==> config.mk <==
export PLATFORM = sky130hd
export DESIGN_NAME = data_memory_arbiter
export DESIGN_NICKNAME = d
export VERILOG_FILES = /design/src/rtl/mem_arb_pkg.sv /design/src/rtl/rr_arbiter2.sv /design/src/rtl/data_memory_arbiter.sv
export SDC_FILE = /design/constraint.sdc
export NUM_CORES = 1
export LEC_CHECK = 0
export CELL_PAD_IN_SITES_DETAIL_PLACEMENT = 0
export CELL_PAD_IN_SITES_GLOBAL_PLACEMENT = 1
export CORE_AREA = 5 5 120 122
export DETAILED_ROUTE_END_ITERATION = 12
export DIE_AREA = 0 0 125 127
export PLACE_DENSITY_LB_ADDON = 0.1
export SYNTH_ARGS = -nofsm -noshare
export SYNTH_HDL_FRONTEND = slang
export SYNTH_SLANG_ARGS = --single-unit
==> constraint.sdc <==
create_clock -name clk -period 3.9 [get_ports clk]
set_input_delay 0.78 -clock clk [delete_from_list [all_inputs] [get_ports clk]]
set_output_delay 0.78 -clock clk [all_outputs]
set_load 0.01 [all_outputs]
==> src/rtl/mem_arb_pkg.sv <==
// Shared encodings for the data memory arbiter: access sizes, port indices,
// sequencer states and the read-data extension helper.
package mem_arb_pkg;

  localparam logic [1:0] SIZE_HALF   = 2'b00;
  localparam logic [1:0] SIZE_BYTE_Z = 2'b01;
  localparam logic [1:0] SIZE_BYTE_S = 2'b10;

  localparam logic PORT0 = 1'b0;
  localparam logic PORT1 = 1'b1;

  typedef enum logic [2:0] {
    IDLE,
    ACC_LO,
    ACC_HI,
    WAIT,
    DONE
  } state_t;

  // fin is the last byte returned by memory; lo is the earlier low byte of a halfword.
  function automatic logic [15:0] extend_rd(input logic [1:0] size,
                                            input logic [7:0] fin,
                                            input logic [7:0] lo);
    logic [15:0] r;
    case (size)
      SIZE_HALF:   r = {fin, lo};
      SIZE_BYTE_S: r = {{8{fin[7]}}, fin};
      default:     r = {8'h00, fin};
    endcase
    return r;
  endfunction

endpackage

==> src/rtl/rr_arbiter2.sv <==
// Two-request grant picker. With MEM_ARB_ROUND_ROBIN_EN defined it alternates
// on ties using a last-grant register; otherwise port 0 always wins ties.
module rr_arbiter2
  import mem_arb_pkg::*;
(
  input  logic       clk,
  input  logic       reset,
  input  logic [1:0] req,
  input  logic       accept,
  output logic       valid,
  output logic       idx
);

  assign valid = |req;

`ifdef MEM_ARB_ROUND_ROBIN_EN
  logic last_gnt;

  // Resets to port 1 so that port 0 wins the first tie.
  always_ff @(posedge clk or posedge reset) begin
    if (reset) begin
      last_gnt <= PORT1;
    end else if (accept && valid) begin
      last_gnt <= idx;
    end
  end

  always_comb begin
    idx = PORT0;
    if (req[0] && req[1]) begin
      idx = ~last_gnt;
    end else if (req[1]) begin
      idx = PORT1;
    end
  end
`else
  logic unused_fixed;
  assign unused_fixed = ^{clk, reset, accept};

  assign idx = req[0] ? PORT0 : req[1];
`endif

endmodule

==> src/rtl/data_memory_arbiter.sv <==
// Shares the byte-wide data memory between the pipeline (port 0) and the
// loader (port 1); tie policy selected by MEM_ARB_ROUND_ROBIN_EN.
//
// state  | meaning
// IDLE   | waiting for a request; grant and latch command on exit
// ACC_LO | strobe memory at the latched address (low byte)
// ACC_HI | strobe address+1 (high byte); capture low read byte
// WAIT   | capture final read byte into the granted port's rdata
// DONE   | one-cycle done pulse to the granted port
module data_memory_arbiter
  import mem_arb_pkg::*;
#(
  parameter int ADDR_W = 16
) (
  input  logic              clk,
  input  logic              reset,
  input  logic              req0,
  input  logic              req1,
  input  logic              we0,
  input  logic              we1,
  input  logic [1:0]        size0,
  input  logic [1:0]        size1,
  input  logic [ADDR_W-1:0] addr0,
  input  logic [ADDR_W-1:0] addr1,
  input  logic [15:0]       wdata0,
  input  logic [15:0]       wdata1,
  output logic              done0,
  output logic              done1,
  output logic [15:0]       rdata0,
  output logic [15:0]       rdata1,
  output logic [ADDR_W-1:0] memAddr,
  output logic              memRdEnable,
  output logic              memWrEnable,
  output logic [7:0]        memWrData,
  input  logic [7:0]        memRdData,
  output logic              busy
);

  state_t state, state_nxt;

  logic              arb_valid;
  logic              arb_idx;
  logic              accept;

  logic              sel_we;
  logic [1:0]        sel_size;
  logic [ADDR_W-1:0] sel_addr;
  logic [15:0]       sel_wdata;

  logic              gnt_port;
  logic              lat_we;
  logic [1:0]        lat_size;
  logic [ADDR_W-1:0] lat_addr;
  logic [7:0]        lat_wdata_hi;
  logic [7:0]        lo_byte;
  logic [15:0]       rd_word;

  rr_arbiter2 u_arb (
    .clk    (clk),
    .reset  (reset),
    .req    ({req1, req0}),
    .accept (accept),
    .valid  (arb_valid),
    .idx    (arb_idx)
  );

  assign accept    = (state == IDLE) && arb_valid;
  assign sel_we    = (arb_idx == PORT1) ? we1    : we0;
  assign sel_size  = (arb_idx == PORT1) ? size1  : size0;
  assign sel_addr  = (arb_idx == PORT1) ? addr1  : addr0;
  assign sel_wdata = (arb_idx == PORT1) ? wdata1 : wdata0;
  assign busy      = (state != IDLE);
  assign rd_word   = extend_rd(lat_size, memRdData, lo_byte);

  always_ff @(posedge clk or posedge reset) begin
    if (reset) begin
      state <= IDLE;
    end else begin
      state <= state_nxt;
    end
  end

  always_comb begin
    state_nxt = state;
    case (state)
      IDLE:    if (arb_valid) state_nxt = ACC_LO;
      ACC_LO: begin
        if (lat_size == SIZE_HALF) state_nxt = ACC_HI;
        else if (!lat_we)          state_nxt = WAIT;
        else                       state_nxt = DONE;
      end
      ACC_HI:  state_nxt = lat_we ? DONE : WAIT;
      WAIT:    state_nxt = DONE;
      DONE:    state_nxt = IDLE;
      default: state_nxt = IDLE;
    endcase
  end

  // Memory strobes and done are decoded from the next state so they come
  // straight out of flops during the state they belong to.
  always_ff @(posedge clk or posedge reset) begin
    if (reset) begin
      memAddr     <= '0;
      memRdEnable <= 1'b0;
      memWrEnable <= 1'b0;
      memWrData   <= 8'h00;
      done0       <= 1'b0;
      done1       <= 1'b0;
    end else begin
      memRdEnable <= 1'b0;
      memWrEnable <= 1'b0;
      done0       <= 1'b0;
      done1       <= 1'b0;
      case (state_nxt)
        ACC_LO: begin
          memAddr     <= sel_addr;
          memRdEnable <= ~sel_we;
          memWrEnable <= sel_we;
          memWrData   <= sel_wdata[7:0];
        end
        ACC_HI: begin
          memAddr     <= lat_addr + {{(ADDR_W-1){1'b0}}, 1'b1};
          memRdEnable <= ~lat_we;
          memWrEnable <= lat_we;
          memWrData   <= lat_wdata_hi;
        end
        DONE: begin
          done0 <= (gnt_port == PORT0);
          done1 <= (gnt_port == PORT1);
        end
        default: ;
      endcase
    end
  end

  always_ff @(posedge clk or posedge reset) begin
    if (reset) begin
      gnt_port     <= PORT0;
      lat_we       <= 1'b0;
      lat_size     <= SIZE_HALF;
      lat_addr     <= '0;
      lat_wdata_hi <= 8'h00;
      lo_byte      <= 8'h00;
      rdata0       <= 16'h0000;
      rdata1       <= 16'h0000;
    end else begin
      if (accept) begin
        gnt_port     <= arb_idx;
        lat_we       <= sel_we;
        lat_size     <= (sel_size == 2'b11) ? SIZE_BYTE_Z : sel_size;
        lat_addr     <= sel_addr;
        lat_wdata_hi <= sel_wdata[15:8];
      end
      if (state == ACC_HI && !lat_we) begin
        lo_byte <= memRdData;
      end
      if (state == WAIT) begin
        if (gnt_port == PORT0) rdata0 <= rd_word;
        else                   rdata1 <= rd_word;
      end
    end
  end

endmodule

==> flow_summary.toml <==
[clock_tree]
clkLatencyLatePin_ns = 0.34
path_clk_slew_ns = 0.07
numCtsBuffers = 9
cts_sinks = 99
clock_path_buffers = 2
cts_setup_buffers = 0
root_buffer = "clkbuf_16"
h-tree-depth = 3
cts_tree = "done"
cts_resized = 0
postCtsHoldBufs = 0

[route]
final_antenna_net_count = 0
vias = 3828
dr.first_iter.drc_count = 206
viasPerCell = 4.96
post_drt_wl_per_cell_um = 16.5
firstDrtPassIters = 5
wl_um = 12700
drc = 0

[timing]
max_freq_mhz = 392
hold_violations = 0
slew_headroom = 0.365
min_period_ns = 2.55
rsz0062_at_grt = "false"
finClkSkew_ns = 0.00701
setup_viol = 0
drv_slew = 0
fin_hold_ws_ns = 0.476
fin_setup_tns_ns = 0
tightest_slew_ns = 0.952
setup_slack_ns = 1.35
min_period_over_period = 0.654

[die]
die_area_mm2 = 0.0159
die_w_um = 125
ios = 143
die_y_um = 127
start_util = 0.357
core_area_mm2 = 0.0131
core.rowCount = 42

[global_routing]
grt.overflow.total = 0
grt_pass1_wl_um = 20900
grt_pass1_vias = 3921
grt_max_degree = 53
grt.total_usage = 0.162
antenna_found_initial = 0

[synth]
yosysUniqueCellTypes = 48
synthDominantCellAreaShare = 0.530
syn_avg_cell_area_um2 = 10.2
ys_ff_latch = 99
async_flop_share = 1.00
syn_area_mm2 = 0.00468
synth_edf_count = 0
ys_seq_area_frac = 0.530
synthTopCellsByArea = "dfrtp_1, nand2_1, mux2_2, a21oi_1, a221o_1"
syn_inst = 459
ys_warn_count = 0
yosysTopAreaCell = "dfrtp_1"
syn-num-nets = 542
ys.flop_type = "dfrtp_1"

[run_status]
outcome = "finished, final reports clean"

[critical_path]
cp.required_ns = 3.12
critPathArrivalTime_ns = 1.77
worst-setup-path-type = "flop to primary output"
crit_path_start_kind = "flop"
critPathCaptureType = "primary output"
cp_max_fo = 12

[worst_hold_path]
hold_class = "flop to flop"

[placement]
dpl_cell_area_mm2 = 0.00625
portBuffers = 142
dpl_worst_slack_ns = 1.10
place_inst = 757
place_hpwl_um = 9430
place.gp.congestion = 0.795

[pwr]
peakVddDrop_v = 0.000251
powerDensity_mw_per_mm2 = 755
p_leak_nw = 2.76

[cells_and_area]
layout_common_cells = "clkdlybuf4s50_1, dfrtp_1, nand2_1, a21oi_1, nor2_1"
n_fill_cell = 1275
nets = 675
final_cells = 772
finish.instance_area_mm2 = 0.00655
area_growth_pct = 40.0
drive_gt1_frac = 0.101
mostFrequentLayoutCell = "clkdlybuf4s50_1"
num_antenna_cells = 0

[flow_run]
drv_cap = 0
-- where the power goes --
group | internal [mW] | leakage, nW | switching, mW
combinational | 1.16 | 1.44 | 0.957
clock | 0.509 | 0.148 | 0.373
sequential | 1.53 | 1.18 | 0.406
-- worst max-delay path, cell delays in order (launching register included) --
cell             delay [ns]
dfrtp_1                0.49
nor3_1                 0.20
buf_4                  0.22
inv_1                  0.05
clkdlybuf4s50_1        0.47
-- state kept, by name, summed over array words and instances, names as in the netlist --
| name | flops |
|---|---|
| lat_addr | 16 |
| memAddr | 16 |
| rdata0 | 16 |
| rdata1 | 16 |
| lat_wdata_hi | 8 |
| lo_byte | 8 |
| memWrData | 8 |
| state | 3 |
| lat_size | 2 |
| done0 | 1 |
| done1 | 1 |
| gnt_port | 1 |
| lat_we | 1 |
| memRdEnable | 1 |
| memWrEnable | 1 |
-- layer usage --
metal,wire length [µm],global-route usage,up-vias
met1,6100,0.228,1816
met4,157,0.0434,0
met2,5600,0.241,126
met3,884,0.0568,11
met5,0,0,-
li1,-,-,1875
-- through the flow --
step | total power [mW] | utilization
final | 4.94 | 0.500
after global routing | 5.28 | 0.500
after CTS | 5.00 | 0.500
after global placement | 4.06 | 0.478
after detailed placement | 4.10 | 0.478
after floorplan | 3.07 | -
-- path summary, 6_finish.rpt --
path	startpoint	end	slack [ns]	cells past startpoint
worst max-delay path	state[2]$_DFF_PP0_	busy	1.35	4
worst min-delay path	rdata1[1]$_DFFE_PP0P_	rdata1[1]$_DFFE_PP0P_	0.48	2
worst max register to register	lat_size[0]$_DFFE_PP0P_	memAddr[4]$_DFFE_PP0P_	1.52	6
worst min register to register	rdata1[1]$_DFFE_PP0P_	rdata1[1]$_DFFE_PP0P_	0.48	2
max in group asynchronous	reset	memAddr[1]$_DFFE_PP0P_	2.20	3
min in group asynchronous	reset	memAddr[7]$_DFFE_PP0P_	0.91	2
-- synth_stat cells (5+ instances only) --
library cell and instances:
nand2_1 74, mux2i_1 11, nor3_1 6, xor2_1 5
mux2_2 24, nand3b_1 8, inv_1 14, dfrtp_1 99
clkbuf_1 8, a21o_1 7, a221o_1 14, o21ai_0 19
o2111ai_1 5, o211ai_1 5, nand3_1 7, buf_2 19
nor2_1 27, xnor2_1 7, nand2b_1 9, a21oi_1 37
a31oi_1 14
-- cells by family after synthesis --
group	after synthesis	synth area share
buffers and inverters	45	0.0439
AND/OR/NAND/NOR	152	0.158
XOR/XNOR	12	0.0225
adder cells (fa/ha/maj)	1	0.00268
flip-flops	99	0.530
AO/OA/AOI/OAI	115	0.162
multiplexers	35	0.0813
-- layout make-up --
type,instances,area (µm²),share of cell area
tap,176,220,0.0336
clock buffer,10,239,0.0365
inverter,14,55.1,0.00841
timing repair buffer,153,1500,0.230
clock inverter,5,53.8,0.00822
multi-input combinational,315,2000,0.305
sequential,99,2480,0.379
Note: power is estimated with default switching activity, not from simulation.
